`src/rtl/bcd_timer_counter.sv`:
```
// bcd_timer_counter: cascaded BCD down-counter (mm:ss when TIME_MODE=1) with clamped load and terminal-count pulse.
// Optional "+30 s" quick-start adder is built only when COUNTER_ADD30_EN is defined.
module bcd_timer_counter #(
  parameter int DIGITS = 4,
  parameter bit TIME_MODE = 1
) (
  input  logic                clk,
  input  logic                clr,
  input  logic [4*DIGITS-1:0] data,
  input  logic                loadn,
  input  logic                en,
  input  logic                add30,
  output logic [4*DIGITS-1:0] count,
  output logic [3:0]          ones,
  output logic                zero,
  output logic                tc
);
  function automatic logic [3:0] max_of(int i);
    return (TIME_MODE && i == 1) ? 4'd5 : 4'd9;
  endfunction
  logic [4*DIGITS-1:0] clamped, dec;
  always_comb begin
    logic b;
    b = 1'b1;
    clamped = '0;
    dec = '0;
    for (int i = 0; i < DIGITS; i++) begin
      clamped[4*i+:4] = data[4*i+:4] > max_of(i) ? max_of(i) : data[4*i+:4];
      dec[4*i+:4] = !b ? count[4*i+:4] : count[4*i+:4] == 4'd0 ? max_of(i) : count[4*i+:4] - 4'd1;
      b = b && count[4*i+:4] == 4'd0;
    end
  end
`ifdef COUNTER_ADD30_EN
  logic [4*DIGITS-1:0] inc;
  // +3 on the tens-of-seconds digit, carry ripples up; carry out of the top saturates
  always_comb begin
    logic c;
    logic [4:0] s;
    c = 1'b0;
    s = 5'd0;
    inc = '0;
    for (int i = 0; i < DIGITS; i++) begin
      s = {1'b0, count[4*i+:4]} + (i == 1 ? 5'd3 : 5'd0) + {4'd0, c};
      c = s > {1'b0, max_of(i)};
      inc[4*i+:4] = c ? s[3:0] - max_of(i) - 4'd1 : s[3:0];
    end
    if (c)
      for (int i = 0; i < DIGITS; i++) inc[4*i+:4] = max_of(i);
  end
`else
  logic unused_add30;
  assign unused_add30 = add30;
`endif
  always_ff @(posedge clk) begin
    tc <= 1'b0;
    if (clr) count <= '0;
    else if (!loadn) count <= clamped;
`ifdef COUNTER_ADD30_EN
    else if (add30) count <= inc;
`endif
    else if (en && !zero) begin
      count <= dec;
      tc <= dec == '0;
    end
  end
  assign ones = count[3:0];
  assign zero = count == '0;
endmodule
```
`config.mk`:
```
export PLATFORM = sky130hd
export DESIGN_NAME = bcd_timer_counter
export DESIGN_NICKNAME = d
export VERILOG_FILES = /design/src/rtl/bcd_timer_counter.sv
export SDC_FILE = /design/constraint.sdc
export NUM_CORES = 1
export LEC_CHECK = 0
export CORE_AREA = 4 4 55 57
export CTS_BUF_LIST = sky130_fd_sc_hd__clkbuf_4 sky130_fd_sc_hd__clkbuf_8
export DETAILED_ROUTE_END_ITERATION = 8
export DIE_AREA = 0 0 59 61
export PLACE_DENSITY_LB_ADDON = 0.08
export SETUP_SLACK_MARGIN = 0.3
export SLEW_MARGIN = 5
export SYNTH_ARGS = -nofsm -noshare
export SYNTH_HDL_FRONTEND = slang
export SYNTH_SLANG_ARGS = --single-unit
```
`constraint.sdc`:
```
create_clock -name clk -period 5.18 [get_ports clk]
set_input_delay 1.036 -clock clk [delete_from_list [all_inputs] [get_ports clk]]
set_output_delay 1.036 -clock clk [all_outputs]
set_load 0.01 [all_outputs]
```
# ---- Yosys cells after proc, flatten, opt, wreduce, memory -nomap -nowiden
# Index checks and enable logic that the tools add are counted.
dict set report totals {
  reg_bits 17
  inputBits 21
  n_memories 0
  latchBits 0
  out_inout_bits 22
  elab_cells 37
  mem_bits_ro 0
  ram_bits 0
}
dict set report classes {
  n_bitwise 2
  n_mux 13
  order_cmp 4
  addsub 4
  reduce_logical 11
  eq_ne 1
  shifts 0
  multipliers 0
  div 0
}
# cell n
set ops {}
lappend ops {{4-bit 2-to-1 mux} 11}
lappend ops {{16-bit zero test} 2}
lappend ops {{16-bit 2-to-1 mux} 2}
lappend ops {{4-bit zero test} 4}
lappend ops {{4-bit by 1-bit subtractor with 4-bit output, second input constant} 4}
lappend ops {{4-bit > comparator, second input constant} 3}
lappend ops {{4-bit by 3-bit > comparator with 1-bit output, second input constant} 1}
lappend ops {{1-bit logical AND} 3}
lappend ops {{3-bit OR reduction} 1}
lappend ops {{2-bit by 1-bit inequality test with 1-bit output, second input constant} 1}
lappend ops {{1-bit NOT} 2}
lappend ops {{1-bit zero test} 1}

# ---- Longest topological paths before layout
# Gate-level depths: netlist of the first run.
dict set report depth {
  word_depth 6
  depth_mapped 7
  mapped_depth_nobuf 5
}

# ---- Worst setup path after synthesis of the first run
# No wires, ideal clock.
dict set report synth_path {
  path_kind {in2reg}
  start {input en}
  end {register count[6]}
  path_slack_ns 2.875
  n_path_buf 1
  arrival_time_ns 2.226
  required_ns 5.101
  setup_ns 0.079
  cell_stages 6
  path_cell_list {clkbuf_1 > inv_1 > or3_4 > a211oi_2 > xnor2_1 > a211oi_2}
}
dict set report synth_via {
  elab_chain_cells 2
}
# element line
set synth_lines {}
lappend synth_lines {{start: declaration} 11} ;# input logic en,
lappend synth_lines {{1-bit logical AND} 61} ;# else if (en && !zero) begin
lappend synth_lines {{2-bit by 1-bit inequality test with 1-bit output (no line)} n/a}
lappend synth_lines {{end signal: assignment} 57} ;# else if (!loadn) count <= clamped;
lappend synth_lines {{end: declaration} 13} ;# output logic [4*DIGITS-1:0] count,
# Every way passes these cells.
# A chain may end at the register's enable or synchronous reset.

# ---- Final worst setup path of the first run
dict set report layout_path {
  start {register count[0]}
  end {output zero}
}
dict set report layout_via {
  elab_chain_cells 1
}
# element line
set layout_lines {}
lappend layout_lines {{16-bit zero test} 67} ;# assign zero = count == '0;
lappend layout_lines {{end: declaration} 15} ;# output logic zero,
# Every way passes these cells.

==> impl_results.md, run 1 <==
- Pre-CTS setup slack: 2120 ps
- Post-Syn Area: 1070 um^2
- I/O Pins: 43
- Vias: 1,107
- Top post-synthesis cells by area: dfxtp_1, o21ai_0, a21oi_1
- Post-Synth Adder-Cell Area: 0%
- Num CTS Buffers: 3
- Seq cells post-synth: 17
- Setup bufs post-CTS: 0
- Wire length per cell: 13.3 um
- Maximum net fanout on the critical path: 10
- Core Util, Final: 59.8%
- Setup violators final: 0
- Final WS setup: 2030 ps
- Commonest non-fill, non-tap cell in the layout: clkdlybuf4s50_1
- Post-route ant nets: 0
- Final Hold Slack: 483 ps
- 1st-iter DRT viols: 30
- Synth area leader: dfxtp_1
- Post-Route WL: 2.66 mm
- Most frequent cells in the layout: clkdlybuf4s50_1, dfxtp_1, nor2_1, o21ai_0, nand2_1
- Layout cells sized above 1: 5.92%
- Register area share after synthesis: 31.9%
- Crit Path Class: reg -> out
- Die width: 59 um
- Total GRT Usage: 15.6%
- Via count of the first global-routing pass: 1,014
- CTS Sinks: 17
- Slew HR: 41.4%
- Synth-to-Final Area Change: 38.8%
- Power per Cell Area: 227 nW/um^2
- Peak supply drop: 0.187 mV
- First-pass GRT wire length: 4.37 mm
- DRC viols: 0
- Worst-margin pin slew: 877 ps
- HPWL Detailed: 2.08 mm
- Core ar.: 2480 um^2
- Max-slew violations: 0
- Post-synth ARST share: 0%
- Critical Path End Type: output pin
- CP required: 4140 ps
- Nets: 191
- Die height: 61 um
- Row count: 18
- Clock latency on the worst-skew pair: 290 ps
- Final TNS setup: 0 ps
- Mapped Cells: 135
- Number of enable flip-flop cells after synthesis: 0
- Final Hold Viols: 0
- DP Area: 1450 um^2
- Clock Skew: 9.42 ps
- DR pass1 iterations: 4
- Synth Area in XOR/XNOR: 4.10%
- Outcome: completed
- Clock Tree Buf Depth: 2
- Syn Nets: 156
- Antenna violations before repair: 0
- Distinct cells, synth: 42
- Compound-Gate Fraction of Synth Area: 25.3%
- Starting Density: 43.1%
- Root buf cell: clkbuf_4
- Ys Warns: 0
- Crit share post-route: 60.8%
- Fin area: 1480 um^2
- Fmax: 0.318 GHz
- Die Area: 3600 um^2
- # port buffers: 41
- Max-cap violations: 0
- Crit start category: register
- Clock transition at the registers of the reported paths: 90 ps
- GR Overflow Total: 0
- # resized after CTS: 0
- Gpl congestion: 0.818
- CTS tree: done
- Post-synthesis average cell area: 7.91 um^2
- HP Class: reg -> reg
- Lkg Pwr: 0.516 nW
- Post-synthesis mux area share: 3.75%
- Worst Path Arrival: 2110 ps
- # H-tree levels: 1
- Simple-gate share of the synthesized area: 26.8%
- Synth Flop Type: dfxtp_1
- ANT cells: 0
- Synth top area share: 31.9%
- Pin count of the biggest net entering global routing: 28
- RSZ-0062 raised after global routing: false
- Vias per cell: 5.56
- Main combinational cell family by area after synthesis: simple AND/OR/NAND/NOR gates
- Hold_buf cts: 0
- Min Tclk post-route: 3150 ps
-- cells in the mapped netlist (2+ instances only) --
| cell type | count |
|---|---|
| a221oi_1 | 2 |
| mux2i_1 | 4 |
| dfxtp_1 | 17 |
| a311oi_1 | 3 |
| nand4b_1 | 3 |
| nand2_1 | 11 |
| o21ai_0 | 12 |
| a21oi_1 | 10 |
| a211oi_1 | 3 |
| a211oi_2 | 2 |
| clkbuf_1 | 6 |
| nor4_1 | 2 |
| buf_4 | 4 |
| nand3b_1 | 2 |
| xnor2_1 | 3 |
| xor2_1 | 2 |
| nand2b_1 | 3 |
| inv_1 | 6 |
| nor2_1 | 12 |
| nor3_1 | 6 |
-- worst max-delay path, cell delays in order, from the launching register on --
cell	delay, ps
dfxtp_1	420
nor4_2	450
nand4b_1	240
nor2_1	170
clkdlybuf4s50_1	540
-- cell type report --
cell class,instances,area [um^2]
fillers,261,996
repair buffers,41,410
well taps,30,37.5
flip-flops and latches,17,340
multi-input cells,101,641
inverters,6,22.5
clock buffers,4,30.0
-- per-layer routing --
layer | part of all wire, % | GRT usage, %
met1 | 43 | 18.9
met5 | 0 | 0
met2 | 49 | 27.9
met3 | 7.4 | 4.68
met4 | 0.56 | 1.94
-- sequential cells by signal, indices dropped and copies added (netlist names) --
signal  flops
tc          1
count      16
-- final timing paths --
path	from	endpoint	slack [ps]	depth (start not counted)
worst max-delay path	count[0]	zero	2030	4
worst min-delay path	count[7]	count[7]	480	2
worst max register to register	count[0]	count[0]	3040	5
worst min register to register	count[7]	count[7]	480	2
-- power by group --
group	switching (mW)	leakage, nW	internal (mW)	total [mW]
clock	0.0417	0.0184	0.0352	0.0770
sequential	0.0138	0.140	0.139	0.153
combinational	0.0486	0.357	0.0581	0.107
-- metrics by stage --
stage | total power [mW] | std cells
finish | 0.337 | 199
floorplan | 0.218 | 135
global placement | 0.261 | 195
global route | 0.358 | 199
detailed placement | 0.263 | 195
CTS | 0.340 | 199
-- cell families (layout without fill, tap and decap cells) --
family	after synthesis	after routing
buffers and inverters	17	51
multiplexers	4	4
flip-flops	17	17
AND/OR/NAND/NOR	51	51
AO/OA/AOI/OAI	41	41
XOR/XNOR	5	5
No activity file was read; power rests on OpenSTA's default activity.
==> run 2, diff against run 1 <==
- clock period: 5.18 -> 3.2 ns (I/O delays scaled with it)
==> run 2 against run 1 <==
Compared with the run above:
- clock power increased by 61%
- global-route usage down 0.095 points
- setup slack lost 1500 ps
- first-iteration DRC count fell by 43%
- sequential power grew 63%
- register-to-register slack worse by 1900 ps
- non-clock buffer count is 2 higher
- critical path depth unchanged
- combinational power is 64% higher
- flip-flop and latch count stayed put
- sequential share of layout area shrank 0.36 points
- die area is the same
- critical path type unchanged
- largest power group unchanged
==> impl_results.md, run 2 (synthesis results as in run 1) <==
- Crit Path Class: reg -> out
- Lkg Pwr: 0.528 nW (+2.4%)
- Filler Cells Inserted: 240 (-8.0%)
- Critical Path End Type: output pin
- Root buf cell: clkbuf_4
- Largest regs: count x16, tc x1
- Starting Density: 43.1% (unchanged)
- Post-Route WL: 2.67 mm (+0.38%)
- CP required: 2560 ps (-1580 ps)
- DP Area: 1470 um^2 (+1.0%)
- # port buffers: 41 (unchanged)
- # H-tree levels: 1 (unchanged)
- Nets: 193 (+1.0%)
- Power per Cell Area: 364 nW/um^2 (+60%)
- Num CTS Buffers: 3 (unchanged)
- Clock transition at the registers of the reported paths: 100 ps (about the same)
- Layout cells sized above 1: 7.02% (+1.1 points)
- Min Tclk post-route: 2670 ps
- Post-route ant nets: 0 (unchanged)
- Fin area: 1510 um^2 (+1.6%)
- CTS tree: done
- Clock Skew: 6.12 ps (-3.30 ps)
- CTS Sinks: 17 (unchanged)
- Peak supply drop: 0.251 mV (+35%)
- Row count: 18 (unchanged)
- Crit start category: register
- Die width: 59 um (unchanged)
- Hold_buf cts: 0 (unchanged)
- Placed Cells: 197 (+1.0%)
- Final Hold Slack: 487 ps (+3.76 ps)
- First-pass GRT wire length: 4.35 mm (-0.46%)
- Clock Tree Buf Depth: 2 (unchanged)
- Gpl congestion: 0.820 (+0.26%)
- Commonest non-fill, non-tap cell in the layout: clkdlybuf4s50_1
- HPWL Detailed: 2.10 mm (+0.96%)
- Vias: 1,132 (+2.3%)
- Max-slew violations: 0 (unchanged)
- Antenna violations before repair: 0 (unchanged)
- Final cell count without fillers: 201 (+1.0%)
- Vias per cell: 5.63 (+1.2%)
- RSZ-0062 raised after global routing: false
- Wire length per cell: 13.3 um (-0.62%)
- Core ar.: 2480 um^2 (unchanged)
- Hold depth: 2 (unchanged)
- Worst-margin pin slew: 514 ps (-363 ps)
- 1st-iter DRT viols: 17 (-43%)
- Die height: 61 um (unchanged)
- Core Util, Final: 60.8% (+0.96 points)
- Setup violators final: 0 (unchanged)
- I/O Pins: 43 (unchanged)
- Die Area: 3600 um^2 (unchanged)
- Largest Register: count
- Final Hold Viols: 0 (unchanged)
- R2R depth: 5 (unchanged)
- Max FFs per register: 16 (unchanged)
- Worst Path Arrival: 2030 ps (-80 ps)
- Maximum net fanout on the critical path: 10 (unchanged)
- ANT cells: 0 (unchanged)
- Crit share post-route: 83.4%
- Final TNS setup: 0 ps (unchanged)
- DRC viols: 0 (unchanged)
- Via count of the first global-routing pass: 1,062 (+4.7%)
- Pin count of the biggest net entering global routing: 25 (-11%)
- HP Class: reg -> reg
- Max-cap violations: 0 (unchanged)
- Clock latency on the worst-skew pair: 290 ps (about the same)
- Outcome: completed
- Total GRT Usage: 15.5% (-0.095 points)
- GR Overflow Total: 0 (unchanged)
- DR pass1 iterations: 4 (unchanged)
- Synth-to-Final Area Change: 41.0%
- Most frequent cells in the layout: clkdlybuf4s50_1, dfxtp_1, nor2_1, o21ai_0, nand2_1
- Fmax: 0.375 GHz
- Slew HR: 65.5% (+24 points)
## run 2: cell types whose count changed in the layout (fill, tap and decap cells not counted), sizes merged
| cell | change |
|---|---|
| buf | +2 |
## run 2: final cells by class
type	count	area (um^2)	area share [%]
multi-input cells	101	649	43.1
inverters	6	22.5	1.50
flip-flops and latches	17	340	22.6
repair buffers	43	425	28.3
clock buffers	4	30.0	2.00
well taps	30	37.5	2.49
## run 2: path summary, 6_finish.rpt
path / endpoint / slack [ps] / from
worst max register to register: count[6] / 1160 / count[0]
worst max-delay path: zero / 530 / count[0]
worst min-delay path: count[7] / 490 / count[7]
worst min register to register: count[7] / 490 / count[7]
## run 2: routing by layer
layer  wire length (um)  up-vias  part of all wire (%)  track usage [%]
met2               1310       27                    49             27.8
met3                147        4                   5.5             2.98
met5                  0        -                     0                0
li1                   -      570                     -                -
met4                 39        0                   1.5             5.18
met1               1170      531                    44             18.5
## run 2: metrics by stage
step,setup slack [ps],power (mW)
2_1_floorplan,1230,0.353
3_3_place_gp,779,0.425
3_5_place_dp,782,0.428
4_1_cts,453,0.552
5_1_grt,342,0.583
6_report,531,0.548
## run 2: where the power goes
part | internal, mW | switching, mW
clock | 0.0569 | 0.0667
sequential | 0.226 | 0.0232
combinational | 0.0970 | 0.0789
## run 2: what timing repair did
item	in CTS	in global routing
gates resized for setup	0	1
endpoints found under the setup margin	0	1
setup buffers	0	0
## run 2: critical path, stage by stage (launching register included)
cell and delay [ps]:
dfxtp_1 430, nor4_4 390, nand4b_1 220, nor2_1 160
clkdlybuf4s50_1 540
